`src/rtl/uart_pkg.sv`:
```
// Shared constants and FSM state type for the UART receiver slice.
package uart_pkg;

  localparam int UART_CLKS_PER_BIT = 5208;
  localparam int UART_DATA_W       = 8;

  typedef enum logic [2:0] {
    ST_IDLE,
    ST_START,
    ST_DATA,
    ST_STOP,
    ST_WAIT_HIGH
  } uart_state_t;

endpackage

```
`src/rtl/uart_rx_sync.sv`:
```
// Two-flop synchronizer for the asynchronous serial line; resets to the idle (high) level.
module uart_rx_sync (
  input  logic clk,
  input  logic rst,
  input  logic rx,
  output logic rxs
);

  logic [1:0] sync_ff;

  always_ff @(posedge clk or posedge rst) begin
    if (rst) begin
      sync_ff <= 2'b11;
    end else begin
      sync_ff <= {sync_ff[0], rx};
    end
  end

  assign rxs = sync_ff[1];

endmodule

```
`src/rtl/uart_rx.sv`:
```
// 8N1 LSB-first UART receiver with a one-entry holding register and frame/overrun pulses.
// Handshake: a byte moves to the consumer on any clk edge where valid && ready are both high.
module uart_rx
  import uart_pkg::*;
#(
  parameter int CLKS_PER_BIT = UART_CLKS_PER_BIT
) (
  input  logic                   clk,
  input  logic                   rst,
  input  logic                   rx,
  output logic [UART_DATA_W-1:0] data,
  output logic                   valid,
  input  logic                   ready,
  output logic                   frame_err,
  output logic                   overrun,
  output logic                   busy
);

  localparam int CNT_W = $clog2(CLKS_PER_BIT + 1);
  localparam logic [CNT_W-1:0] HALF_LOAD = CNT_W'(CLKS_PER_BIT / 2 - 1);
  localparam logic [CNT_W-1:0] FULL_LOAD = CNT_W'(CLKS_PER_BIT - 1);
  localparam logic [CNT_W-1:0] CNT_ONE   = CNT_W'(1);

  logic                   rxs;
  uart_state_t            state;
  logic [CNT_W-1:0]       cnt;
  logic [2:0]             bit_idx;
  logic [UART_DATA_W-1:0] shreg;

  uart_rx_sync u_sync (
    .clk (clk),
    .rst (rst),
    .rx  (rx),
    .rxs (rxs)
  );

  always_ff @(posedge clk or posedge rst) begin
    if (rst) begin
      state     <= ST_WAIT_HIGH;
      cnt       <= '0;
      bit_idx   <= '0;
      shreg     <= '0;
      data      <= '0;
      valid     <= 1'b0;
      frame_err <= 1'b0;
      overrun   <= 1'b0;
      busy      <= 1'b0;
    end else begin
      frame_err <= 1'b0;
      overrun   <= 1'b0;
      // Consumer take; a delivery later in this block may re-assert valid on the same edge.
      if (valid && ready) begin
        valid <= 1'b0;
      end
      case (state)
        ST_IDLE: begin
          if (!rxs) begin
            state <= ST_START;
            cnt   <= HALF_LOAD;
            busy  <= 1'b1;
          end
        end
        ST_START: begin
          if (cnt != '0) begin
            cnt <= cnt - CNT_ONE;
          end else if (rxs) begin
            state <= ST_IDLE;
            busy  <= 1'b0;
          end else begin
            state   <= ST_DATA;
            cnt     <= FULL_LOAD;
            bit_idx <= '0;
          end
        end
        ST_DATA: begin
          if (cnt != '0) begin
            cnt <= cnt - CNT_ONE;
          end else begin
            shreg[bit_idx] <= rxs;
            cnt            <= FULL_LOAD;
            if (bit_idx == 3'd7) begin
              state <= ST_STOP;
            end else begin
              bit_idx <= bit_idx + 3'd1;
            end
          end
        end
        ST_STOP: begin
          if (cnt != '0) begin
            cnt <= cnt - CNT_ONE;
          end else begin
            busy <= 1'b0;
            if (rxs) begin
              state <= ST_IDLE;
              if (!valid || ready) begin
                data  <= shreg;
                valid <= 1'b1;
              end else begin
                overrun <= 1'b1;
              end
            end else begin
              frame_err <= 1'b1;
              state     <= ST_WAIT_HIGH;
            end
          end
        end
        ST_WAIT_HIGH: begin
          if (rxs) begin
            state <= ST_IDLE;
          end
        end
        default: begin
          state <= ST_WAIT_HIGH;
          busy  <= 1'b0;
        end
      endcase
    end
  end

endmodule

```
`config.mk`:
```
export PLATFORM = sky130hd
export DESIGN_NAME = uart_rx
export DESIGN_NICKNAME = d
export VERILOG_FILES = /design/src/rtl/uart_pkg.sv /design/src/rtl/uart_rx_sync.sv /design/src/rtl/uart_rx.sv
export SDC_FILE = /design/constraint.sdc
export NUM_CORES = 1
export LEC_CHECK = 0
export CAP_MARGIN = 20
export CORE_MARGIN = 8
export CORE_UTILIZATION = 58
export DETAILED_ROUTE_END_ITERATION = 8
export HOLD_SLACK_MARGIN = 0.02
export PLACE_DENSITY = 0.8
export SETUP_SLACK_MARGIN = 0.02
export SYNTH_ARGS = -nofsm -noshare
export SYNTH_HDL_FRONTEND = slang
export SYNTH_SLANG_ARGS = --single-unit
```
`constraint.sdc`:
```
create_clock -name clk -period 2.9 [get_ports clk]
set_input_delay 0.87 -clock clk [delete_from_list [all_inputs] [get_ports clk]]
set_output_delay 0.87 -clock clk [all_outputs]
set_load 0.05 [all_outputs]
```
== Word-level counts from Yosys, hierarchy flattened ==
Index checks and enable logic that the tools add are counted.

* Logic and storage cells: 87
* Bits in registers: 41
* ROM bits: 0
* Input bits: 4
* Memory bits (writable): 0
* Latch bits: 0
* Memories kept: 0
* Output and inout port bits: 12

* Reductions and logical operators: 15
* Bitwise operators: 2
* $lt $le $gt $ge: 2
* Div/mod/pow operators: 0
* Add/subtract/negate cells: 2
* Multipliers: 0
* Eq/ne operators: 16
* Shifts and indexed selects: 0
* Mux-type cells: 40

{| class="wikitable"
|+ Operators by type and width
! cell !! count
|-
| 2-to-1 mux 13 bit || 5
|-
| one-hot mux 13 bit (4 select lines) || 1
|-
| 2-to-1 mux 3 bit || 11
|-
| 2-to-1 mux 1 bit || 17
|-
| != test 2 bit, second input constant || 8
|-
| one-hot mux 3 bit (5 select lines) || 1
|-
| nonzero test 13 bit || 1
|-
| subtractor 13 x 1 -> 13 bit, second input constant || 1
|-
| AND reduction 5 bit || 2
|-
| bitwise mux 8 bit || 1
|-
| AND reduction 4 bit || 2
|-
| == test 3 x 2 -> 1 bit, second input constant || 2
|-
| == test 3 bit, second input constant || 2
|-
| one-hot mux 3 bit (2 select lines) || 1
|-
| AND reduction 6 bit || 1
|-
| < comparator 3 x 4 -> 1 bit, second input constant || 1
|-
| != test 2 x 1 -> 1 bit, second input constant || 2
|-
| one-hot mux 1 bit (4 select lines) || 1
|-
| nonzero test 4 bit || 1
|-
| adder 3 x 1 -> 3 bit, second input constant || 1
|-
| demux 1 bit (select 3 bit) || 1
|-
| == test 3 x 1 -> 1 bit, second input constant || 1
|-
| >= comparator 3 x 1 -> 1 bit, second input constant || 1
|-
| logical NOT 3 bit || 1
|-
| other kinds (9) || 11
|}

== Logic depth before layout (Yosys ltp) ==
* Word-level depth: 6
* Mapped depth: 8
* Gate-level depth less buffers: 6

== Hierarchy ==
A second synthesis with hierarchy kept.

* Cell total of the unflattened synthesis: 191
* Area total of the unflattened synthesis: 2,034.5 µm²

{| class="wikitable"
|+ Modules (own cells, without submodules)
! module !! cells each !! sequential area each (µm²) !! times used !! area an instance (µm²)
|-
| uart_rx || 188 || 977.2 || 1 || 1,978.1
|-
| uart_rx_sync || 3 || 52.6 || 1 || 56.3
|}

== Least setup slack after synthesis ==
No wires, ideal clock.

* Path kind: register -> register
* From: register cnt[0]
* To: register data[0]
* Data arrival time: 2.046 ns
* Required time: 2.772 ns
* Library setup time: 0.128 ns
* Clock period less this slack: 2.174 ns
* Path slack: 0.726 ns
* Cell stages (with the launch flop): 8
* Buffers on the path: 1
* Path through: dfrtp_1 > inv_1 > ha_1 > or4b_1 > buf_2 > nor3_4 > nand4_4 > mux2_1

* Longest elaborated chain between the ends: 3

{| class="wikitable"
|+ Ends and longest elaborated chain
! item !! RTL line !! RTL
|-
| start, declared || uart_rx.sv:26 || <nowiki>logic [CNT_W-1:0] cnt;</nowiki>
|-
| start signal, assigned || uart_rx.sv:65 || <nowiki>cnt <= cnt - CNT_ONE;</nowiki>
|-
| start signal, assigned || uart_rx.sv:77 || <nowiki>cnt <= cnt - CNT_ONE;</nowiki>
|-
| start signal, assigned || uart_rx.sv:90 || <nowiki>cnt <= cnt - CNT_ONE;</nowiki>
|-
| nonzero test 13 bit || uart_rx.sv:89 || <nowiki>if (cnt != '0) begin</nowiki>
|-
| NOT 1 bit (no line) || - ||
|-
| AND reduction 4 bit (no line) || - ||
|-
| end signal, assigned || uart_rx.sv:96 || <nowiki>data <= shreg;</nowiki>
|-
| end, declared || uart_rx.sv:11 || <nowiki>output logic [UART_DATA_W-1:0] data,</nowiki>
|}

No other way between the ends.
A chain may end at the register's enable or synchronous reset.

== Worst setup path after layout ==
* From: register cnt[1]
* To: register data[0]

The elaborated chain is that of the path after synthesis.

==> out/summary.txt <==
largest net degree at the start of global routing: 42
max cap viols: 0
Post-Syn Instances: 217
Lkg Pwr: 0.00109 uW
gr usage total: 17.2%
syn avg cell area: 10.1 sq um
final setup fails: 0
critical-path cell list: inv_1 > ha_1 > or4b_1 > nor3_4 > nand4_4 > mux2_1
DRC: 0
CTS tree: done
multi-input logic area: 1060 sq um
via count: 1838
crit path kind: flip-flop to flip-flop
RSZ-0062 raised after global routing: false
CORE AREA: 3660 sq um
Worst-Skew Late Latency: 0.30 ns
predominant post-synthesis flop cell: dfrtp_1
# Post-CTS Setup Buffers: 0
Die Area: 6020 sq um
synthesized area: 2200 sq um
final setup skew: 0.00632 ns
gr ovfl total: 0
maximum vdd drop: 0.309 mV
Async S/R FF share, synth: 100%
vias in the first global route: 1782
slew margin rel.: 49.1%
gpl congestion: 0.947
outcome: finished clean
Power Dens Cells: 443 nW/um^2
syn nets: 225
register area: 1030 sq um
synthesis-stage register bit count: 41
hold buffer count at CTS: 0
critical path peak fanout: 8
WL per Instance: 17.3 um
final hold vios: 0
Startpoint Class: flip-flop
Tcrit/Tclk final: 83.4%
fill cell total of the finished layout: 263
NumNets Final: 249
Distinct cells, synth: 50
setup TNS: 0 ns
first-pass GRT wire length: 8610 um
row cnt: 22
number of synthesized flops with an enable pin: 0
HPWL after DPL: 3470 um
arrival time at the worst endpoint: 2.60 ns
# IOs: 16
HP Class: flip-flop to flip-flop
ANT nets after route: 0
initial core utilization: 60.1%
Least-Margin Pin Slew: 0.758 ns
sequential-to-total area share from yosys stat: 46.8%
Final min period: 2.42 ns
root buf cell: clkbuf_8
CP endpoint kind: flip-flop
initial antenna violation count: 0
CTS max path bufs: 2
H-tree depth: 2
CTS Buf Count: 5
CP max-delay cell: or4b_1
Starting DRT DRC Count: 131
drt pass-1 iters: 4
Buffers on Ports: 15
ant diodes: 0
clock-pin slew on the worst setup and hold paths: 0.08 ns
cts repair resizes: 0
Fmax achieved: 413 MHz
max-slew violations: 0
Worst path max stage delay: 0.59 ns
Hold WS: 0.358 ns
final wirelength: 5000 um
layout cells sized above 1: 16.9%
Syn. warnings: 0
Crit path required time: 3.08 ns
Num Clock Sinks: 41
Die X: 77.6 um
Area Overhead vs Synth: 18.1%
die outline height: 77.6 um
vias per cell: 6.34
[cells in the final DEF (no fill, tap or decap), types with 2 or more instances in the layout]
cell	instances
o22ai_1	7
mux2i_1	3
nor2_1	11
inv_1	17
a21oi_1	3
a2111oi_0	2
nand2_1	12
nor3b_1	4
nor4_1	4
a211oi_1	6
clkdlybuf4s50_1	15
a221oi_1	3
a311oi_1	2
buf_4	13
or4_1	2
o21ai_0	12
a31oi_1	9
nand2b_1	4
nand4_1	6
dfrtp_1	38
ha_1	4
dfstp_2	3
mux2_2	10
clkbuf_8	5
a41oi_1	2
o31ai_1	6
bufinv_16	2
nand3_1	4
a22oi_1	2
nor3_1	9
[layer usage]
metal	wire, um	track usage, %	vias to the layer above
li1	-	-	876
met1	2310	22.9	878
met4	78	4.72	0
met2	2210	26.4	75
met5	0	0	-
met3	405	5.30	9
[critical path: cells and delay by family (launching register included)]
| family | cells | cell delay (ns) |
|---|---|---|
| buffers and inverters | 1 | 0.12 |
| muxes | 1 | 0.37 |
| and+or+nand+nor | 3 | 1.24 |
| adders and majority gates | 1 | 0.17 |
| DFF | 1 | 0.39 |
[flip-flops by register name, summed over array words and instances, names as in the netlist, 2 cells and up]
name,count
state,3
cnt,13
data,8
bit_idx,3
shreg,8
u_sync.sync_ff,2
[synthesized netlist by cell type (3+ instances only)]
| library cell | number | area share [%] |
|---|---|---|
| o21ai_0 | 12 | 2.7 |
| nand4_1 | 6 | 1.7 |
| nand2b_1 | 4 | 1.1 |
| nand3_1 | 4 | 0.91 |
| nor2_1 | 11 | 1.9 |
| nor3_1 | 9 | 2.0 |
| a31oi_1 | 9 | 2.6 |
| mux2_2 | 10 | 5.1 |
| a221oi_1 | 3 | 1.2 |
| ha_1 | 4 | 2.3 |
| dfrtp_1 | 38 | 43 |
| a21oi_1 | 3 | 0.68 |
| clkbuf_1 | 8 | 1.4 |
| nand2_1 | 12 | 2.0 |
| inv_1 | 17 | 2.9 |
| nor3b_1 | 4 | 1.4 |
| mux2i_1 | 3 | 1.4 |
| dfstp_2 | 3 | 3.6 |
| o22ai_1 | 7 | 2.0 |
| o31ai_1 | 6 | 2.0 |
| nor4_1 | 4 | 1.1 |
| a211oi_1 | 6 | 2.0 |
[cell type report]
| type | instances | share of cell area, % |
|---|---|---|
| multi-input cells | 148 | 40.8 |
| flip-flops and latches | 41 | 39.6 |
| repair buffers | 28 | 9.53 |
| clock buffers | 5 | 2.65 |
| clock inverters | 3 | 2.65 |
| inverters | 17 | 2.46 |
| well taps | 48 | 2.31 |
[power breakdown]
group / switching [uW] / internal [uW]
Clock: 207 / 346
Combinational: 15.3 / 5.69
Sequential: 2.28 / 574
[cells by family (layout without fill, tap and decap cells)]
| group | Yosys count | in the layout | synth area share [%] |
|---|---|---|---|
| adder cells (fa/ha/maj) | 4 | 4 | 2.27 |
| multiplexers | 14 | 14 | 6.99 |
| AO/OA/AOI/OAI | 60 | 60 | 19.2 |
| buffers and inverters | 28 | 53 | 5.06 |
| flip-flops | 41 | 41 | 46.8 |
| AND/OR/NAND/NOR | 69 | 69 | 19.3 |
| XOR/XNOR | 1 | 1 | 0.398 |
[per-stage QoR]
| stage | setup slack, ns | utilization, % | total power (uW) | area, sq um | cells |
|---|---|---|---|---|---|
| after global placement | 0.566 | 67.2 | 609 | 2460 | 282 |
| after floorplan | 0.726 | - | 599 | 2200 | 217 |
| after global routing | 0.327 | 71.0 | 1180 | 2600 | 290 |
| after CTS | 0.480 | 71.0 | 1160 | 2600 | 290 |
| after detailed placement | 0.494 | 67.2 | 609 | 2460 | 282 |
| final | 0.481 | 71.0 | 1150 | 2600 | 290 |
[final timing paths]
kind | startpoint | to | slack, ns | depth (start not counted)
max | cnt[1] | data[0] | 0.48 | 6
min | u_sync.sync_ff[0] | u_sync.sync_ff[1] | 0.36 | 0
max reg2reg | cnt[1] | data[0] | 0.48 | 6
min reg2reg | u_sync.sync_ff[0] | u_sync.sync_ff[1] | 0.36 | 0
max in group asynchronous | rst | state[2] | 1.56 | 3
min in group asynchronous | rst | busy | 0.99 | 3
Note: power is estimated with default switching activity, not from simulation.
